**src/rtl/core_pkg.sv**
```systemverilog
// core_pkg: shared constants for the memory-access stage.
// Contents: memory operation size encodings and the MA FSM state type.
// No ports; imported by core_ma and core_ma_lsu_align.
package core_pkg;

  // em_mem_op_type encodings; the fourth code (3) behaves as a word.
  localparam logic [1:0] MEM_OP_BYTE = 2'd0;
  localparam logic [1:0] MEM_OP_HALF = 2'd1;
  localparam logic [1:0] MEM_OP_WORD = 2'd2;

  typedef enum logic [1:0] {
    MA_IDLE = 2'd0,
    MA_REQ  = 2'd1,
    MA_RESP = 2'd2
  } ma_state_t;

endpackage

```
**src/rtl/core_ma_lsu_align.sv**
```systemverilog
// core_ma_lsu_align: purely combinational lane logic for the MA stage.
// Request side: byte enables, lane-replicated store data, misalign flag.
// Load side: lane select plus sign/zero extension of the returned bus word.
module core_ma_lsu_align
  import core_pkg::*;
(
  input  logic [1:0]  req_off,
  input  logic [1:0]  req_op,
  input  logic [31:0] req_data,
  output logic [3:0]  req_byte_en,
  output logic [31:0] req_wdata,
  output logic        req_misalign,
  input  logic [1:0]  ld_off,
  input  logic [1:0]  ld_op,
  input  logic        ld_unsigned,
  input  logic [31:0] ld_rdata,
  output logic [31:0] ld_data
);

  logic [7:0]  ld_byte;
  logic [15:0] ld_half;

  always_comb begin
    // Word (and the reserved code) is the default case.
    req_byte_en  = 4'b1111;
    req_wdata    = req_data;
    req_misalign = (req_off != 2'b00);
    case (req_op)
      MEM_OP_BYTE: begin
        req_byte_en  = 4'b0001 << req_off;
        req_wdata    = {4{req_data[7:0]}};
        req_misalign = 1'b0;
      end
      MEM_OP_HALF: begin
        req_byte_en  = req_off[1] ? 4'b1100 : 4'b0011;
        req_wdata    = {2{req_data[15:0]}};
        req_misalign = req_off[0];
      end
      default: ;
    endcase
  end

  always_comb begin
    ld_byte = ld_rdata[{ld_off, 3'b000} +: 8];
    ld_half = ld_rdata[{ld_off[1], 4'b0000} +: 16];
    case (ld_op)
      MEM_OP_BYTE: ld_data = {{24{ld_byte[7] & ~ld_unsigned}}, ld_byte};
      MEM_OP_HALF: ld_data = {{16{ld_half[15] & ~ld_unsigned}}, ld_half};
      default:     ld_data = ld_rdata;
    endcase
  end

endmodule

```
**src/rtl/core_ma.sv**
```systemverilog
// core_ma: memory-access pipeline stage between EX/MEM and MA/WB registers.
// Ports: em_* entry in (valid/ready), mw_* entry out (valid/ready, also the
// EX bypass source), bus_* single-outstanding data bus, ma_* misalign report.
module core_ma
  import core_pkg::*;
(
  input  logic        clk,
  input  logic        rest,
  input  logic        em_valid,
  input  logic        em_start_handle,
  output logic        em_ready,
  input  logic [31:0] em_reg_data_mem_addr,
  input  logic [31:0] em_csr_data_mem_data,
  input  logic        em_mem_read,
  input  logic        em_mem_write,
  input  logic [1:0]  em_mem_op_type,
  input  logic        em_mem_unsigned,
  input  logic [4:0]  em_rd,
  input  logic        em_reg_write,
  input  logic [11:0] em_csr,
  input  logic        em_csr_write,
  output logic        mw_valid,
  input  logic        mw_ready,
  output logic [4:0]  mw_rd,
  output logic        mw_reg_write,
  output logic [31:0] mw_reg_write_data,
  output logic        mw_mem_data_valid,
  output logic [11:0] mw_csr,
  output logic        mw_csr_write,
  output logic [31:0] mw_csr_data,
  output logic        bus_valid,
  input  logic        bus_ready,
  output logic        bus_write,
  output logic [31:0] bus_addr,
  output logic [31:0] bus_wdata,
  output logic [3:0]  bus_byte_en,
  input  logic [31:0] bus_rdata,
  input  logic        bus_rdata_valid,
  output logic        ma_misalign,
  output logic [31:0] ma_bad_addr
);

  ma_state_t   state;
  logic [1:0]  ld_off_q;
  logic [1:0]  ld_op_q;
  logic        ld_unsigned_q;

  logic        accept;
  logic        is_mem;
  logic        retire;
  logic        misalign;
  logic        bus_start;
  logic        load_done;
  logic [3:0]  req_byte_en;
  logic [31:0] req_wdata;
  logic [31:0] ld_data;

  // Start-of-entry marker carries no control meaning here.
  logic unused_start_handle;
  assign unused_start_handle = em_start_handle;

  core_ma_lsu_align u_align (
    .req_off      (em_reg_data_mem_addr[1:0]),
    .req_op       (em_mem_op_type),
    .req_data     (em_csr_data_mem_data),
    .req_byte_en  (req_byte_en),
    .req_wdata    (req_wdata),
    .req_misalign (misalign),
    .ld_off       (ld_off_q),
    .ld_op        (ld_op_q),
    .ld_unsigned  (ld_unsigned_q),
    .ld_rdata     (bus_rdata),
    .ld_data      (ld_data)
  );

  // bus_valid is decoded from state so the async reset drops it at once.
  assign bus_valid = (state == MA_REQ);
  // A pending load blocks retirement of the MW entry, and so new entries.
  assign em_ready  = (state == MA_IDLE) &&
                     (!mw_valid || (mw_ready && mw_mem_data_valid));
  assign accept    = em_valid && em_ready;
  assign is_mem    = em_mem_read || em_mem_write;
  assign retire    = mw_valid && mw_mem_data_valid && mw_ready;
  assign bus_start = accept && is_mem && !misalign;
  // rdata in REQ (even alongside bus_ready) is never treated as load data.
  assign load_done = (state == MA_RESP) && bus_rdata_valid;

  always_ff @(posedge clk or negedge rest) begin
    if (!rest) begin
      state <= MA_IDLE;
    end else begin
      case (state)
        MA_IDLE: if (bus_start)       state <= MA_REQ;
        MA_REQ:  if (bus_ready)       state <= bus_write ? MA_IDLE : MA_RESP;
        MA_RESP: if (bus_rdata_valid) state <= MA_IDLE;
        default:                      state <= MA_IDLE;
      endcase
    end
  end

  // Request fields and load lane info are captured once at accept and held
  // stable for the whole REQ/RESP period.
  always_ff @(posedge clk or negedge rest) begin
    if (!rest) begin
      bus_write     <= 1'b0;
      bus_addr      <= '0;
      bus_wdata     <= '0;
      bus_byte_en   <= '0;
      ld_off_q      <= '0;
      ld_op_q       <= '0;
      ld_unsigned_q <= 1'b0;
    end else if (bus_start) begin
      bus_write     <= !em_mem_read;
      bus_addr      <= {em_reg_data_mem_addr[31:2], 2'b00};
      bus_wdata     <= req_wdata;
      bus_byte_en   <= req_byte_en;
      ld_off_q      <= em_reg_data_mem_addr[1:0];
      ld_op_q       <= em_mem_op_type;
      ld_unsigned_q <= em_mem_unsigned;
    end
  end

  always_ff @(posedge clk or negedge rest) begin
    if (!rest) begin
      ma_misalign <= 1'b0;
      ma_bad_addr <= '0;
    end else begin
      ma_misalign <= accept && is_mem && misalign;
      if (accept && is_mem && misalign) ma_bad_addr <= em_reg_data_mem_addr;
    end
  end

  always_ff @(posedge clk or negedge rest) begin
    if (!rest) begin
      mw_valid          <= 1'b0;
      mw_rd             <= '0;
      mw_reg_write      <= 1'b0;
      mw_reg_write_data <= '0;
      mw_mem_data_valid <= 1'b0;
      mw_csr            <= '0;
      mw_csr_write      <= 1'b0;
      mw_csr_data       <= '0;
    end else if (accept) begin
      mw_valid    <= 1'b1;
      mw_rd       <= em_rd;
      mw_csr      <= em_csr;
      mw_csr_data <= em_csr_data_mem_data;
      if (!is_mem) begin
        mw_reg_write      <= em_reg_write;
        mw_reg_write_data <= em_reg_data_mem_addr;
        mw_mem_data_valid <= 1'b1;
        mw_csr_write      <= em_csr_write;
      end else if (misalign) begin
        // Faulting access retires as a no-op entry.
        mw_reg_write      <= 1'b0;
        mw_reg_write_data <= '0;
        mw_mem_data_valid <= 1'b1;
        mw_csr_write      <= 1'b0;
      end else if (em_mem_read) begin
        // Load entry is visible to bypass immediately but marked not final.
        mw_reg_write      <= em_reg_write;
        mw_reg_write_data <= '0;
        mw_mem_data_valid <= 1'b0;
        mw_csr_write      <= em_csr_write;
      end else begin
        mw_reg_write      <= 1'b0;
        mw_reg_write_data <= '0;
        mw_mem_data_valid <= 1'b1;
        mw_csr_write      <= em_csr_write;
      end
    end else begin
      if (load_done) begin
        mw_reg_write_data <= ld_data;
        mw_mem_data_valid <= 1'b1;
      end
      if (retire) mw_valid <= 1'b0;
    end
  end

endmodule

```
**config.mk**
```make
export PLATFORM = sky130hd
export DESIGN_NAME = core_ma
export DESIGN_NICKNAME = d
export VERILOG_FILES = /design/src/rtl/core_pkg.sv /design/src/rtl/core_ma_lsu_align.sv /design/src/rtl/core_ma.sv
export SDC_FILE = /design/constraint.sdc
export NUM_CORES = 1
export LEC_CHECK = 0
export ABC_AREA = 1
export CORE_UTILIZATION = 50
export CTS_BUF_LIST = sky130_fd_sc_hd__clkbuf_8
export DETAILED_ROUTE_END_ITERATION = 12
export HOLD_SLACK_MARGIN = 0.15
export PLACE_DENSITY = 0.87
export SKIP_CTS_REPAIR_TIMING = 1
export SYNTH_ARGS = -nofsm -noshare
export SYNTH_HDL_FRONTEND = slang
export SYNTH_SLANG_ARGS = --single-unit
```
**constraint.sdc**
```tcl
create_clock -name clk -period 3.2 [get_ports clk]
set_clock_uncertainty 0.05 [all_clocks]
set_input_delay 0.64 -clock clk [delete_from_list [all_inputs] [get_ports clk]]
set_output_delay 0.64 -clock clk [all_outputs]
set_load 0.05 [all_outputs]
```
* Yosys cells after proc, flatten, opt, wreduce, memory -nomap -nowiden
Index checks and enable logic that the tools add are counted.
Storage, ports and cells: flip-flop bits (word level) 192, input bits 127, output and inout port bits 189, logic and storage cells 77
Operators by class: equal/unequal tests 7, shifts and indexed selects 3, muxes and demuxes 25, bitwise gates (word level) 3, reductions and logical operators 21
Operators by type and width (count):
- $pmux W32 S2 | 2
- $mux W32 | 3
- $shiftx A32 B6 Y16 | 1
- $shiftx A32 B6 Y8 | 1
- $mux W1 | 12
- $logic_and A1 B1 Y1 | 9
- $mux W2 | 4
- $pmux W4 S2 | 1
- $eq A2 B1 Y1 const B | 3
- $logic_not A2 Y1 | 3
- $pmux W2 S3 | 1
- $reduce_bool A2 Y1 | 3
- $mux W4 | 1
- $ne A2 B2 Y1 const B | 2
- $shl A1 B2 Y4 const A | 1
- $logic_not A1 Y1 | 3
- $reduce_and A3 Y1 | 1
- $and A1 B1 Y1 | 2
- $eq A2 B2 Y1 const B | 1
- $logic_or A1 B1 Y1 | 2
- $ne A2 B1 Y1 const B | 1
- $pmux W1 S2 | 1
- $not A1 Y1 | 1

* Logic depth before layout (Yosys ltp)
Gate-level depths: netlist (run 1).
word-level depth 8, mapped depth 11, mapped depth without buffers 10

* Cells and area by module
A second synthesis (run 1) with hierarchy kept.
Unflattened totals: cells, all modules 1227, area, all modules 9377.7 um2
By module, submodules not included:
- core_ma | instances 1, cells an instance 979, area an instance 8129.0 um2, seq. area each 4804.6 um2
- core_ma_lsu_align | instances 1, cells an instance 248, area an instance 1248.7 um2, seq. area each 0.0 um2

* Worst setup path before layout (run 1)
Ideal clock, no wire load.
path kind register -> register, start point reg mw_mem_data_valid, end point reg ma_bad_addr[10], library setup time 130 ps, arrival time 1810 ps, data required time 3020 ps, slack 1210 ps, stages on the path, launching flop included 12, path buffers 2, period minus slack after synthesis 1990 ps, cells stage by stage dfrtp_1 > nand2_1 > nand2_1 > nand2_1 > inv_2 > nand2_4 > inv_4 > nand3_2 > buf_4 > buf_6 > nand2_1 > o21ai_1
On the way: cells in the longest elaborated chain, start to end 6
RTL lines:
- start, declared | RTL line core_ma.sv:27 | output logic mw_mem_data_valid,
- start signal, assigned | RTL line core_ma.sv:139 | mw_mem_data_valid <= 1'b0;
- start signal, assigned | RTL line core_ma.sv:151 | mw_mem_data_valid <= 1'b1;
- start signal, assigned | RTL line core_ma.sv:157 | mw_mem_data_valid <= 1'b1;
- $logic_and A1 B1 Y1 | RTL line core_ma.sv:80 | (!mw_valid || (mw_ready && mw_mem_data_valid));
- $logic_or A1 B1 Y1 | RTL line core_ma.sv:80
- $logic_and A1 B1 Y1 | RTL line core_ma.sv:79 | assign em_ready = (state == MA_IDLE) &&
- named net em_ready | RTL line core_ma.sv:11 | output logic em_ready,
- $logic_and A1 B1 Y1 | RTL line core_ma.sv:81 | assign accept = em_valid && em_ready;
- $logic_and A1 B1 Y1 (2 in series) | RTL line core_ma.sv:129 | if (accept && is_mem && misalign) ma_bad_addr <= em_reg_data_mem_addr;
- end signal, assigned | RTL line core_ma.sv:129
- end, declared | RTL line core_ma.sv:40 | output logic [31:0] ma_bad_addr
The timed path passes the listed nets, and every way through them passes these cells. A chain may end at the register's enable or synchronous reset.

* Worst setup path after layout (run 1)
start point reg state[1], end point out bus_valid
On the way: cells in the longest elaborated chain, start to end 1
RTL lines:
- start, declared | RTL line core_ma.sv:43 | ma_state_t state;
- start signal, assigned | RTL line core_ma.sv:94 | MA_REQ: if (bus_ready) state <= bus_write ? MA_IDLE : MA_RESP;
- $eq A2 B1 Y1 | RTL line core_ma.sv:77 | assign bus_valid = (state == MA_REQ);
- end, declared | RTL line core_ma.sv:31 | output logic bus_valid,
Every way passes these cells.

==> impl_metrics.ini, run 1 <==
[detailed_routing]
drt_iter0_drc = 565
drc = 0
wl_per_cell_um = 16.8
antenna_left = 0
vias_per_cell = 5.25
drtPass1Iterations = 5
num_vias = 8063
routed_wl_um = 25900

[clock_network]
cts_buffers = 17
clock_latency_ns = 0.46
clkTransAtPathRegs_ns = 0.10
cts_root_buf = clkbuf_8
cts_tree = built
cts_buffer_depth = 2
clkSinkCount = 192
htreeDepth = 4

[power_and_ir_drop]
pwr-share-seq = 0.281
p_switching_uw = 8120
ir_drop_mv = 0.832
p_per_area_nw_per_um2 = 1250
pwr-share-comb = 0.616
intPower_uw = 7130
clkPwrFrac = 0.103
leakage_uw = 0.00582
switching_share = 0.532

[final_layout]
diodes = 0
most-common-layout-cells = nand2_1, clkdlybuf4s50_1, dfrtp_1
drive_above_1_share = 0.0829
finalNetCount = 1429
layout_commonest_cell = nand2_1
syn_to_final_growth_pct = 41.1
fillers = 1283

[timing]
rsz0062_at_grt = no
relSlewSlack = 0.485
fin_ws_ns = 0.613
maxSlewViolCount = 0
finalCritPeriodShare = 0.809
finalHoldViolCount = 0
setup_viol = 0
hold_slack_ns = 0.439
fmax_mhz = 387
tns_ns = 0
fin_crit_ns = 2.59
worstMarginPinSlew_ns = 0.772

[setup_path]
cp_cell_sequence = nor2_1 -> clkdlybuf4s50_1
crit_start = state[1]$_DFFE_PN0P_
critPathMaxFanout = 5
cp.required_ns = 2.51
critPathMaxStageDelay_ns = 0.84
r2r-end = mw_reg_write_data[17]$_DFFE_PN0P_
slowest_stage = clkdlybuf4s50_1
criticalPathCategory = flop to output port
endpoint_kind = output port
cp.arrival_ns = 1.90
cp-endpoint = bus_valid
worstReg2RegStart = ld_off_q[1]$_DFFE_PN0P_
reg2reg_slack_ns = 1.08
start_kind = flop
worstRegToRegCells = 7

[placed_design]
pre_cts_ws_ns = 0.388
place_congestion = 0.940
dp_hpwl_um = 19300
port_buffers = 312

[grt]
grt_usage = 0.298
grt_start_max_net_pins = 67
gr-total-overflow = 0
grt_pass1_wl_um = 41000
grt_antenna_before_repair = 0
first_global_vias = 7909

[synth]
ys_types = 31
synth-seq-area-share = 0.554
synth-seq-cells = 192
syn_inst = 1015
syn_area_um2 = 8670
yosys_warnings = 0
synth.avg_cell_area_um2 = 8.54

[die]
start_util = 0.517
core-area_um2 = 16800
die_x_um = 134
io_pins = 316
die-area_um2 = 17900
die_h_um = 134
rows = 47

[hold_path]
min_path_type = flop to flop

[flow_run]
drv_cap = 0

[outcome]
outcome = completed
Yosys cell counts, drive strengths merged:
library cell / number / area (µm²)
o31ai: 1 / 7.51
o21ai: 142 / 820
clkbuf: 14 / 52.6
dfrtp: 192 / 4800
buf: 47 / 372
nand2: 368 / 1420
a21oi: 81 / 409
a31oi: 1 / 6.26
inv: 65 / 254
o211ai: 1 / 7.51
o22ai: 1 / 12.5
nand3: 38 / 195
a22oi: 1 / 12.5
or2: 9 / 56.3
nor2: 52 / 230
conb: 1 / 3.75
o21bai: 1 / 7.51
metrics by stage:
step | total power, µW | util | cell area (µm²) | instances
2_1_floorplan | 10500 | - | 8670 | 1016
3_3_place_gp | 13500 | 0.706 | 11800 | 1502
3_5_place_dp | 13700 | 0.706 | 11800 | 1502
4_1_cts | 15300 | 0.729 | 12200 | 1534
5_1_grt | 16000 | 0.730 | 12200 | 1535
6_report | 15200 | 0.730 | 12200 | 1535
critical path: cells and delay by family, from the launching register on:
kind | cells | cell delay (ns)
buf+inv | 1 | 0.84
flops | 1 | 0.43
simple gates | 1 | 0.16
flip-flops by register name (all words and copies together) (netlist names):
register and cells:
mw_rd 5, mw_csr 12, ma_misalign 1, mw_mem_data_valid 1, bus_wdata 32, mw_valid 1, mw_reg_write_data 32, bus_addr 30
mw_csr_data 32, bus_byte_en 4, mw_reg_write 1, ma_bad_addr 32, ld_op_q 2, state 2, bus_write 1, mw_csr_write 1
ld_unsigned_q 1, ld_off_q 2
worst min-delay path by stage:
stage | start | slack [ns] | end | depth (start not counted)
floorplan | rest | 0.29 | bus_addr[10]$_DFFE_PN0P_ | 0
global placement | mw_rd[3]$_DFFE_PN0N_ | 0.41 | mw_rd[3]$_DFFE_PN0N_ | 2
detailed placement | mw_csr_data[23]$_DFFE_PN0N_ | 0.41 | mw_csr_data[23]$_DFFE_PN0N_ | 2
CTS | rest | 0.07 | bus_addr[10]$_DFFE_PN0P_ | 1
global route | mw_rd[3]$_DFFE_PN0N_ | 0.46 | mw_rd[3]$_DFFE_PN0N_ | 2
finish | mw_csr_data[23]$_DFFE_PN0N_ | 0.44 | mw_csr_data[23]$_DFFE_PN0N_ | 2
per-layer routing:
layer | part of all wire | vias to the layer above | track usage
met2 | 0.47 | 362 | 0.472
li1 | - | 3821 | -
met5 | 0 | - | 0
met3 | 0.074 | 84 | 0.0727
met4 | 0.049 | 0 | 0.165
met1 | 0.41 | 3796 | 0.376
logic make-up after synthesis:
kind of cell           share of synthesized area
AND/OR/NAND/NOR                            0.219
flip-flops                                 0.554
buffers and inverters                     0.0782
other                                   0.000433
AO/OA/AOI/OAI                              0.148
area by class of cell:
cell class,instances,area [µm²],share of cell area
clock buffer,18,248,0.0203
clock inverter,14,146,0.0120
inverter,65,254,0.0208
multi-input combinational,698,3190,0.261
sequential,192,4800,0.393
tap,220,275,0.0225
timing repair buffer,328,3310,0.271
power by group through the flow:
stage / clock, µW / sequential [µW] / combinational, µW
floorplan: 0 / 8160 / 2350
global placement: 0 / 4260 / 9250
detailed placement: 0 / 4300 / 9420
CTS: 1590 / 4280 / 9440
global route: 1680 / 4420 / 9910
finish: 1570 / 4280 / 9400
No activity file was read; power rests on OpenSTA's default activity.
==> inputs of run 2 (changes only) <==
--- a/config.mk
+++ b/config.mk
@@ -6,11 +6,11 @@
 export NUM_CORES = 1
 export LEC_CHECK = 0
 export ABC_AREA = 1
-export CORE_UTILIZATION = 50
+export CORE_UTILIZATION = 46
 export CTS_BUF_LIST = sky130_fd_sc_hd__clkbuf_8
 export DETAILED_ROUTE_END_ITERATION = 12
 export HOLD_SLACK_MARGIN = 0.15
-export PLACE_DENSITY = 0.87
+export PLACE_DENSITY = 0.81
 export SKIP_CTS_REPAIR_TIMING = 1
 export SYNTH_ARGS = -nofsm -noshare
 export SYNTH_HDL_FRONTEND = slang
==> constraint.sdc (replaced) <==
create_clock -name clk -period 2.7 [get_ports clk]
set_clock_uncertainty 0.05 [all_clocks]
set_input_delay 0.54 -clock clk [delete_from_list [all_inputs] [get_ports clk]]
set_output_delay 0.54 -clock clk [all_outputs]
set_load 0.05 [all_outputs]
==> run 2 against run 1 <==
- setup slack got worse by 0.43 ns
- non-clock buffer count increased by 5
- critical path depth unchanged
- combinational power increased by 19%
- sequential power increased by 18%
- worst hold slack about the same
- critical path type unchanged
- largest cell class unchanged
- largest power group unchanged
==> impl_metrics.ini, run 2 (same netlist as run 1, synthesis figures left out) <==
[final_layout]
drive_above_1_share = 0.0864
syn_to_final_growth_pct = 41.7
multi_input_area_um2 = 3190
fillers = 1473
finalNetCount = 1434
layout_commonest_cell = nand2_1
most-common-layout-cells = nand2_1, clkdlybuf4s50_1, dfrtp_1
seqCellArea_um2 = 4800

[detailed_routing]
wl_per_cell_um = 16.8
routed_wl_um = 26100
num_vias = 7899
drc = 0
antenna_left = 0
drtPass1Iterations = 5
vias_per_cell = 5.10
drt_iter0_drc = 521

[grt]
grt_usage = 0.274
grt_pass1_wl_um = 41200
gr-total-overflow = 0
grt_start_max_net_pins = 68
first_global_vias = 7606
grt_antenna_before_repair = 1

[power_and_ir_drop]
pwr-share-seq = 0.279
ir_drop_mv = 0.880
pwr-share-comb = 0.619
p_switching_uw = 9620
clkPwrFrac = 0.102
intPower_uw = 8470
leakage_uw = 0.00583
p_per_area_nw_per_um2 = 1470
switching_share = 0.532

[timing]
rsz0062_at_grt = no
tns_ns = 0
worstMarginPinSlew_ns = 0.664
fmax_mhz = 396
maxSlewViolCount = 0
finalCritPeriodShare = 0.934
fin_crit_ns = 2.52
hold_slack_ns = 0.439
setup_viol = 0
finalHoldViolCount = 0
relSlewSlack = 0.557

[die]
core-area_um2 = 18200
die-area_um2 = 19400
start_util = 0.476
die_x_um = 139
die_h_um = 139
io_pins = 316
rows = 49

[placed_design]
port_buffers = 312
place_congestion = 0.901
dp_hpwl_um = 19300

[flow_run]
drv_cap = 0

[setup_path]
slowest_stage = clkdlybuf4s50_1
crit_family = buffers and inverters
critPathMaxStageDelay_ns = 0.85
worst-path-buf-inv = 1
start_kind = flop
criticalPathCategory = flop to output port
cp.arrival_ns = 1.93
critPathMaxFanout = 5
cp_cell_sequence = nor2_1 -> clkdlybuf4s50_1
cp.required_ns = 2.11
reg2reg_slack_ns = 0.86
endpoint_kind = output port

[clock_network]
htreeDepth = 4
clkTransAtPathRegs_ns = 0.11
cts_buffers = 17
cts_buffer_depth = 2
cts_tree = built
cts_root_buf = clkbuf_8
clkSinkCount = 192
clock_latency_ns = 0.48

[outcome]
outcome = completed

[hold_path]
min_path_type = flop to flop
-- run 2: path summary, 6_finish.rpt --
path	cells past startpoint	startpoint	endpoint
setup / recovery	2	state[1]$_DFFE_PN0P_	bus_valid
hold / removal	2	mw_csr[5]$_DFFE_PN0N_	mw_csr[5]$_DFFE_PN0N_
setup reg to reg	5	ld_op_q[1]$_DFFE_PN0P_	mw_reg_write_data[18]$_DFFE_PN0P_
hold reg to reg	2	mw_csr[5]$_DFFE_PN0N_	mw_csr[5]$_DFFE_PN0N_
max in group asynchronous	3	rest	mw_csr_data[3]$_DFFE_PN0N_
min in group asynchronous	2	rest	ma_bad_addr[9]$_DFFE_PN0P_
-- run 2: routing by layer --
metal / routed length, µm / vias to the layer above / share of wire / GRT usage
met5: 0 / - / 0 / 0
met4: 1170 / 0 / 0.045 / 0.139
met3: 1970 / 65 / 0.076 / 0.0681
met2: 12200 / 334 / 0.47 / 0.436
met1: 10700 / 3681 / 0.41 / 0.347
li1: - / 3819 / - / -
-- run 2: final cells by class --
class                           count  share of cell area
Timing Repair Buffer              333               0.273
Tap cell                          229              0.0233
Inverter                           65              0.0207
Sequential cell                   192               0.391
Antenna cell                        1            0.000204
Clock buffer                       17              0.0190
Clock inverter                     15              0.0122
Multi-Input combinational cell    698               0.260
-- run 2: power by group through the flow --
stage | registers [µW] | clock network (µW) | logic (µW)
final | 5040 | 1850 | 11200
after global routing | 5210 | 1980 | 11800
after CTS | 5040 | 1880 | 11200
after detailed placement | 5070 | 0 | 11200
after global placement | 5040 | 0 | 11100
after floorplan | 9680 | 0 | 2780
-- run 2: through the flow --
stage               worst slack (ns)  instance area, µm²  instances  power [µW]  utilization
floorplan                      0.710                8670       1016       12500            -
global placement               0.177               11900       1516       16100        0.653
detailed placement             0.152               11900       1516       16300        0.653
CTS                            0.148               12300       1548       18200        0.674
global route                   0.103               12300       1550       19000        0.675
finish                         0.178               12300       1550       18100        0.675
-- run 2: worst reg2reg max path, stage by stage (launching register included) --
cell and delay [ns]:
dfrtp_1 0.54, nor2_1 0.24, nand3_1 0.45, nand3_1 0.27, nand2_1 0.09, a21oi_1 0.13
